<file path="src/rtl/memory.sv">
// Memory-access stage of the RV64 5-stage pipeline: issues data-bus requests,
// stalls upstream until the handshake completes, aligns load data into dataM.
package memory_pkg;
   typedef struct packed {
      logic        valid;
      logic        regwrite;
      logic [4:0]  dst;
      logic [63:0] result;
      logic        memread;
      logic        memwrite;
      logic [2:0]  msize;
      logic [63:0] wdata;
   } execute_data_t;

   typedef struct packed {
      logic        valid;
      logic [63:0] addr;
      logic [2:0]  size;
      logic [7:0]  strobe;
      logic [63:0] data;
   } dbus_req_t;

   typedef struct packed {
      logic        data_ok;
      logic [63:0] data;
   } dbus_resp_t;

   typedef struct packed {
      logic        valid;
      logic        regwrite;
      logic [4:0]  dst;
      logic [63:0] regdata;
      logic        misalign;
   } memory_data_t;
endpackage

module memory
   import memory_pkg::*;
(
   input  logic          clk,
   input  logic          reset,
   input  execute_data_t dataE,
   output logic          stall,
   output dbus_req_t     dreq,
   input  dbus_resp_t    dresp,
   output memory_data_t  dataM
);

   typedef enum logic {S_IDLE, S_WAIT} state_t;

   state_t       r_state;
   state_t       w_state_nxt;
   memory_data_t r_dataM_p1;
   memory_data_t w_dataM_p0;
   logic         w_memop;
   logic         w_aligned;
   logic         w_issue;
   logic [2:0]   w_off;
   logic [5:0]   w_bitoff;
   logic [63:0]  w_ldraw;

   function automatic logic is_aligned(input logic [1:0] size, input logic [2:0] off);
      logic ok;
      case (size)
         2'd0:    ok = 1'b1;
         2'd1:    ok = ~off[0];
         2'd2:    ok = (off[1:0] == 2'b00);
         default: ok = (off == 3'b000);
      endcase
      return ok;
   endfunction

   function automatic logic [7:0] strobe_of(input logic [1:0] size, input logic [2:0] off);
      logic [7:0] base;
      case (size)
         2'd0:    base = 8'h01;
         2'd1:    base = 8'h03;
         2'd2:    base = 8'h0F;
         default: base = 8'hFF;
      endcase
      return base << off;
   endfunction

   function automatic logic [63:0] load_ext(input logic [2:0] msize, input logic [63:0] raw);
      logic [63:0] res;
      case (msize)
         3'b000:  res = {{56{raw[7]}},  raw[7:0]};
         3'b100:  res = {56'd0,         raw[7:0]};
         3'b001:  res = {{48{raw[15]}}, raw[15:0]};
         3'b101:  res = {48'd0,         raw[15:0]};
         3'b010:  res = {{32{raw[31]}}, raw[31:0]};
         3'b110:  res = {32'd0,         raw[31:0]};
         default: res = raw;
      endcase
      return res;
   endfunction

   assign w_off     = dataE.result[2:0];
   assign w_bitoff  = {w_off, 3'b000};
   assign w_memop   = dataE.valid & (dataE.memread | dataE.memwrite);
   assign w_aligned = is_aligned(dataE.msize[1:0], w_off);
   // Gating with reset keeps the bus and stall quiet while reset is held.
   assign w_issue   = reset & w_memop & w_aligned;
   assign stall     = w_issue & ~dresp.data_ok;
   assign w_ldraw   = dresp.data >> w_bitoff;

   always_comb begin
      dreq        = '0;
      dreq.valid  = w_issue;
      dreq.addr   = dataE.result;
      dreq.size   = {1'b0, dataE.msize[1:0]};
      dreq.strobe = dataE.memwrite ? strobe_of(dataE.msize[1:0], w_off) : 8'h00;
      dreq.data   = dataE.wdata << w_bitoff;
   end

   always_ff @(posedge clk) begin
      if (!reset) r_state <= S_IDLE;
      else        r_state <= w_state_nxt;
   end

   always_comb begin
      w_state_nxt = r_state;
      case (r_state)
         S_IDLE:  if (stall)  w_state_nxt = S_WAIT;
         S_WAIT:  if (!stall) w_state_nxt = S_IDLE;
         default: w_state_nxt = S_IDLE;
      endcase
   end

   // p0 -> p1: select completion, bubble, misalign trap or ALU pass-through
   always_comb begin
      w_dataM_p0 = '0;
      if (w_issue) begin
         if (dresp.data_ok) begin
            w_dataM_p0.valid    = 1'b1;
            w_dataM_p0.regwrite = dataE.memread & dataE.regwrite;
            w_dataM_p0.dst      = dataE.dst;
            w_dataM_p0.regdata  = dataE.memread ? load_ext(dataE.msize, w_ldraw) : 64'd0;
         end
      end else if (w_memop) begin
         w_dataM_p0.valid    = 1'b1;
         w_dataM_p0.dst      = dataE.dst;
         w_dataM_p0.misalign = 1'b1;
      end else begin
         w_dataM_p0.valid    = dataE.valid;
         w_dataM_p0.regwrite = dataE.regwrite;
         w_dataM_p0.dst      = dataE.dst;
         w_dataM_p0.regdata  = dataE.result;
      end
   end

   always_ff @(posedge clk) begin
      if (!reset) r_dataM_p1 <= '0;
      else        r_dataM_p1 <= w_dataM_p0;
   end

   assign dataM = r_dataM_p1;

endmodule

</file>
<file path="config.mk">
export PLATFORM = sky130hd
export DESIGN_NAME = memory
export DESIGN_NICKNAME = d
export VERILOG_FILES = /design/src/rtl/memory.sv
export SDC_FILE = /design/constraint.sdc
export NUM_CORES = 1
export LEC_CHECK = 0
export BUFFER_PORTS_ARGS = -buffer_cell sky130_fd_sc_hd__buf_2
export CAP_MARGIN = 30
export CELL_PAD_IN_SITES_DETAIL_PLACEMENT = 1
export CELL_PAD_IN_SITES_GLOBAL_PLACEMENT = 1
export CORE_MARGIN = 4
export CORE_UTILIZATION = 27
export DETAILED_ROUTE_END_ITERATION = 6
export GPL_TIMING_DRIVEN = 1
export PLACE_DENSITY_LB_ADDON = 0.1
export SLEW_MARGIN = 40
export SYNTH_ARGS = -nofsm -noshare
export SYNTH_HDL_FRONTEND = slang
export SYNTH_SLANG_ARGS = --single-unit
</file>
<file path="constraint.sdc">
create_clock -name clk -period 2.1 [get_ports clk]
set_input_delay 0.315 -clock clk [delete_from_list [all_inputs] [get_ports clk]]
set_output_delay 0.315 -clock clk [all_outputs]
set_load 0.005 [all_outputs]
</file>
After elaboration in Yosys (flattened, before gate mapping)
Index checks and enable logic that the tools add are counted.

Reductions and logical operators: 5. Shifts and indexed selects: 3. Muxes and demuxes: 11. Bitwise gates (word level): 9. Equal/unequal tests: 7.

Operators by type and width (number): one-hot mux 64 bit (6 select lines) (1); 2-to-1 mux 71 bit (2); 2-to-1 mux 64 bit (2); left shift 64 x 6 -> 64 bit (1); >> shifter 64 x 6 -> 64 bit (1); one-hot mux 8 bit (3 select lines) (1); == test 3 bit, second input constant (3); 2-to-1 mux 8 bit (1); left shift 8 x 3 -> 8 bit (1); zero test 3 bit (2); AND 1 bit (5); zero test 2 bit (2); == test 3 x 1 -> 1 bit, second input constant (1); == test 3 x 2 -> 1 bit, second input constant (1); 2-to-1 mux 1 bit (3); inverter 1 bit (3); one-hot mux 1 bit (3 select lines) (1); == test 2 x 1 -> 1 bit, second input constant (1); == test 2 bit, second input constant (1); OR reduction 2 bit (1); bitwise OR 1 bit (1).

Bits in registers: 72. Bits of input ports: 207. Word-level logic and storage cells: 40. Output and inout bits: 213.

Longest topological paths before layout
Depth in word-level cells: 5. Depth in mapped cells: 9. Depth with buffers taken out: 5.

Worst setup path before layout
OpenSTA, ideal clock, no wires.

Path kind: input to output. Start: input port dataE[70] in the netlist's numbering. End: output port dreq[71] in the netlist's numbering. Arrival: 1.805 ns. Stages: 8. Path slack: -0.020 ns. Buffers on the path: 6. Required time: 1.785 ns. Path through: buf_2 > buf_4 > buf_2 > buf_2 > buf_2 > buf_2 > a21oi_1 > nor3b_1.

RTL lines: start, declared (RTL line 42) `input execute_data_t dataE,`; end, declared (RTL line 44) `output dbus_req_t dreq,`.

==> impl_metrics.tcl <==
set metrics [dict create \
    syn_inst 898 \
    vias_per_cell 5.11 \
    track_usage 0.231 \
    synth_fa_ha_area_frac 0 \
    nNetsFinal 1451 \
    multi_input_area_um2 4610 \
    dr_total_vias 8072 \
    synth.top_cell.area_share 0.207 \
    wire_per_inst_um 21.7 \
    synth_common_cells "mux2i_1, o21ai_0, nand2_1, buf_4, nor2_1" \
    fp.coreArea_um2 25300 \
    grt_max_degree 56 \
    synthArstFlopShare 0 \
    ys.flop_type "dfxtp_1" \
    drc_errors 0 \
    rsz0062_at_grt "false" \
    dp_hpwl_mm 28.0 \
    rows 58 \
    max_freq_mhz 494 \
    cts_buffers 9 \
    cts_num_sinks 72 \
    setup_viol 0 \
    path_class "input pin to output pin" \
    peakVddDrop_mv 0.353 \
    synth-xor-area-share 0 \
    grt_pass1_vias 8347 \
    worstHoldStart "dataE[137]" \
    worst_pin_slew_ps 849 \
    fillCellCount 3231 \
    p_leak_uw 0.00475 \
    clk_pin_slew_ps 60 \
    synth_edf_count 0 \
    dr.pass1.iters 5 \
    synth_top_cell_by_area "dfxtp_1" \
    end_kind "output pin" \
    cp-startpoint "dataE[71]" \
    pwr-share-clk 0.305 \
    drtIter0Drc 374 \
    root_buffer "clkbuf_16" \
    synth_compound_area_frac 0.243 \
    finalHoldViolations 0 \
    power_frac_seq 0.311 \
    min_period_ps 2030 \
    synth_warnings 0 \
    io_buffers 418 \
    cts_tree "built" \
    regArea_um2 1440 \
    dp.cells 1563 \
    cp.required_ps 1780 \
    p_int_uw 3060 \
    fin_hold_ws_ps 163 \
    synth_area_leaders "dfxtp_1, mux2i_1, buf_4" \
    synth.most_common_cell "mux2i_1" \
    powerDensity_nw_per_um2 491 \
    largest_reg_flops 72 \
    ios 420 \
    p_sw_frac 0.348 \
    combinationalPowerShare 0.383 \
    drt-total-wl_mm 34.2 \
    die_w_um 168 \
    postCtsHoldBufs 0 \
    ys_types 48 \
    cts_buffer_depth 2 \
    worstHoldPathType "input pin to flop" \
    avgSynthCellArea_um2 7.74 \
    status "finished, final reports clean" \
    arrival_ps 1710 \
    area_growth_pct 37.8 \
    relSlewSlack 0.429 \
    htreeDepth 3 \
    period_share 0.964 \
    finalMaxSlewViolations 0 \
    min_path_cells 2 \
    syn-cell-area_um2 6950 \
    p_sw_uw 1630 \
    ys_ff_latch 72 \
    grt_pass1_wl_mm 51.1 \
    start_kind "input pin" \
    synth_mux_area_frac 0.259 \
    gp_congestion 0.873 \
    crit_fanout 33 \
    die_area_um2 28400 \
    antenna_left 0 \
    synth_top_family_by_area "multiplexers" \
    maxCapViolations 0 \
    yosys.area_share.simple 0.157 \
    instances_no_fill 1580 \
    gr-total-overflow 0 \
    drive_gt1_frac 0.446 \
    start_util 0.275 \
    yosysSeqAreaShare 0.207 \
    die_h_um 168 \
    syn_nets 1105 \
    antenna_found_initial 2 \
]
-- layer usage --
layer  GRT usage  up-vias  part of all wire
li1            -     3862                 -
met1       0.272     3877              0.40
met2       0.426      306              0.52
met3      0.0521       25             0.069
met4      0.0476        2             0.014
met5           0        -           0.00020
-- repair_timing --
action | CTS | global route
setup endpoints to repair | 0 | 6
buffers inserted | 0 | 0
gates resized for setup | 0 | 2
-- placed cells by master, fill, tap and decap left out, types with 15 or more instances in the layout --
cell type / netlist / layout
o22ai_1: 35 / 35
buf_4: 76 / 54
nand2_1: 85 / 85
buf_2: 25 / 415
buf_12: 0 / 15
a21oi_1: 62 / 62
and2_1: 24 / 23
mux2_2: 25 / 25
a22oi_1: 16 / 16
o21ai_0: 98 / 98
nor2_1: 75 / 75
mux2i_1: 127 / 125
dfxtp_1: 72 / 72
-- critical path, cell delays in order --
cell and delay [ps]:
buf_4 150, buf_12 150, buf_12 170, or2_2 510
nor3b_1 240, buf_2 160
-- logic make-up after synthesis --
kind of cell,count (synthesis)
compound gates,272
simple gates,234
mux,163
buf+inv,156
flops,72
other cells,1
-- metrics by stage --
stage                     area (µm²)  setup WS (ps)  power (µW)  TNS [ps]  utilization
after floorplan                 6960           18.9        2460         0            -
after global placement          9290          -11.9        3290     -22.5        0.368
after detailed placement        9290          -82.9        3300     -1220        0.368
after CTS                       9560           72.3        4760         0        0.379
after global routing            9570           1.72        4980         0        0.379
final                           9570           74.8        4700         0        0.379
-- layout make-up --
class,count,share of cell area
Sequential cell,72,0.151
Antenna cell,1,0.000261
Clock buffer,9,0.0235
Tap cell,330,0.0431
Clock inverter,7,0.00484
Multi-Input combinational cell,670,0.482
Inverter,4,0.00157
Timing Repair Buffer,487,0.294
-- power by group through the flow --
| stage | Sequential [µW] | Clock (µW) | Combinational [µW] |
|---|---|---|---|
| 6_report | 1460 | 1430 | 1800 |
| 3_3_place_gp | 1490 | 0 | 1800 |
| 2_1_floorplan | 1500 | 0 | 952 |
| 3_5_place_dp | 1490 | 0 | 1810 |
| 4_1_cts | 1460 | 1480 | 1820 |
| 5_1_grt | 1470 | 1530 | 1970 |
-- worst paths after layout --
| kind | slack (ps) | to |
|---|---|---|
| setup / recovery | 70 | dreq[65] |
| hold / removal | 160 | dataM[69]$_SDFF_PN0_ |
No activity file was read; power rests on OpenSTA's default activity.
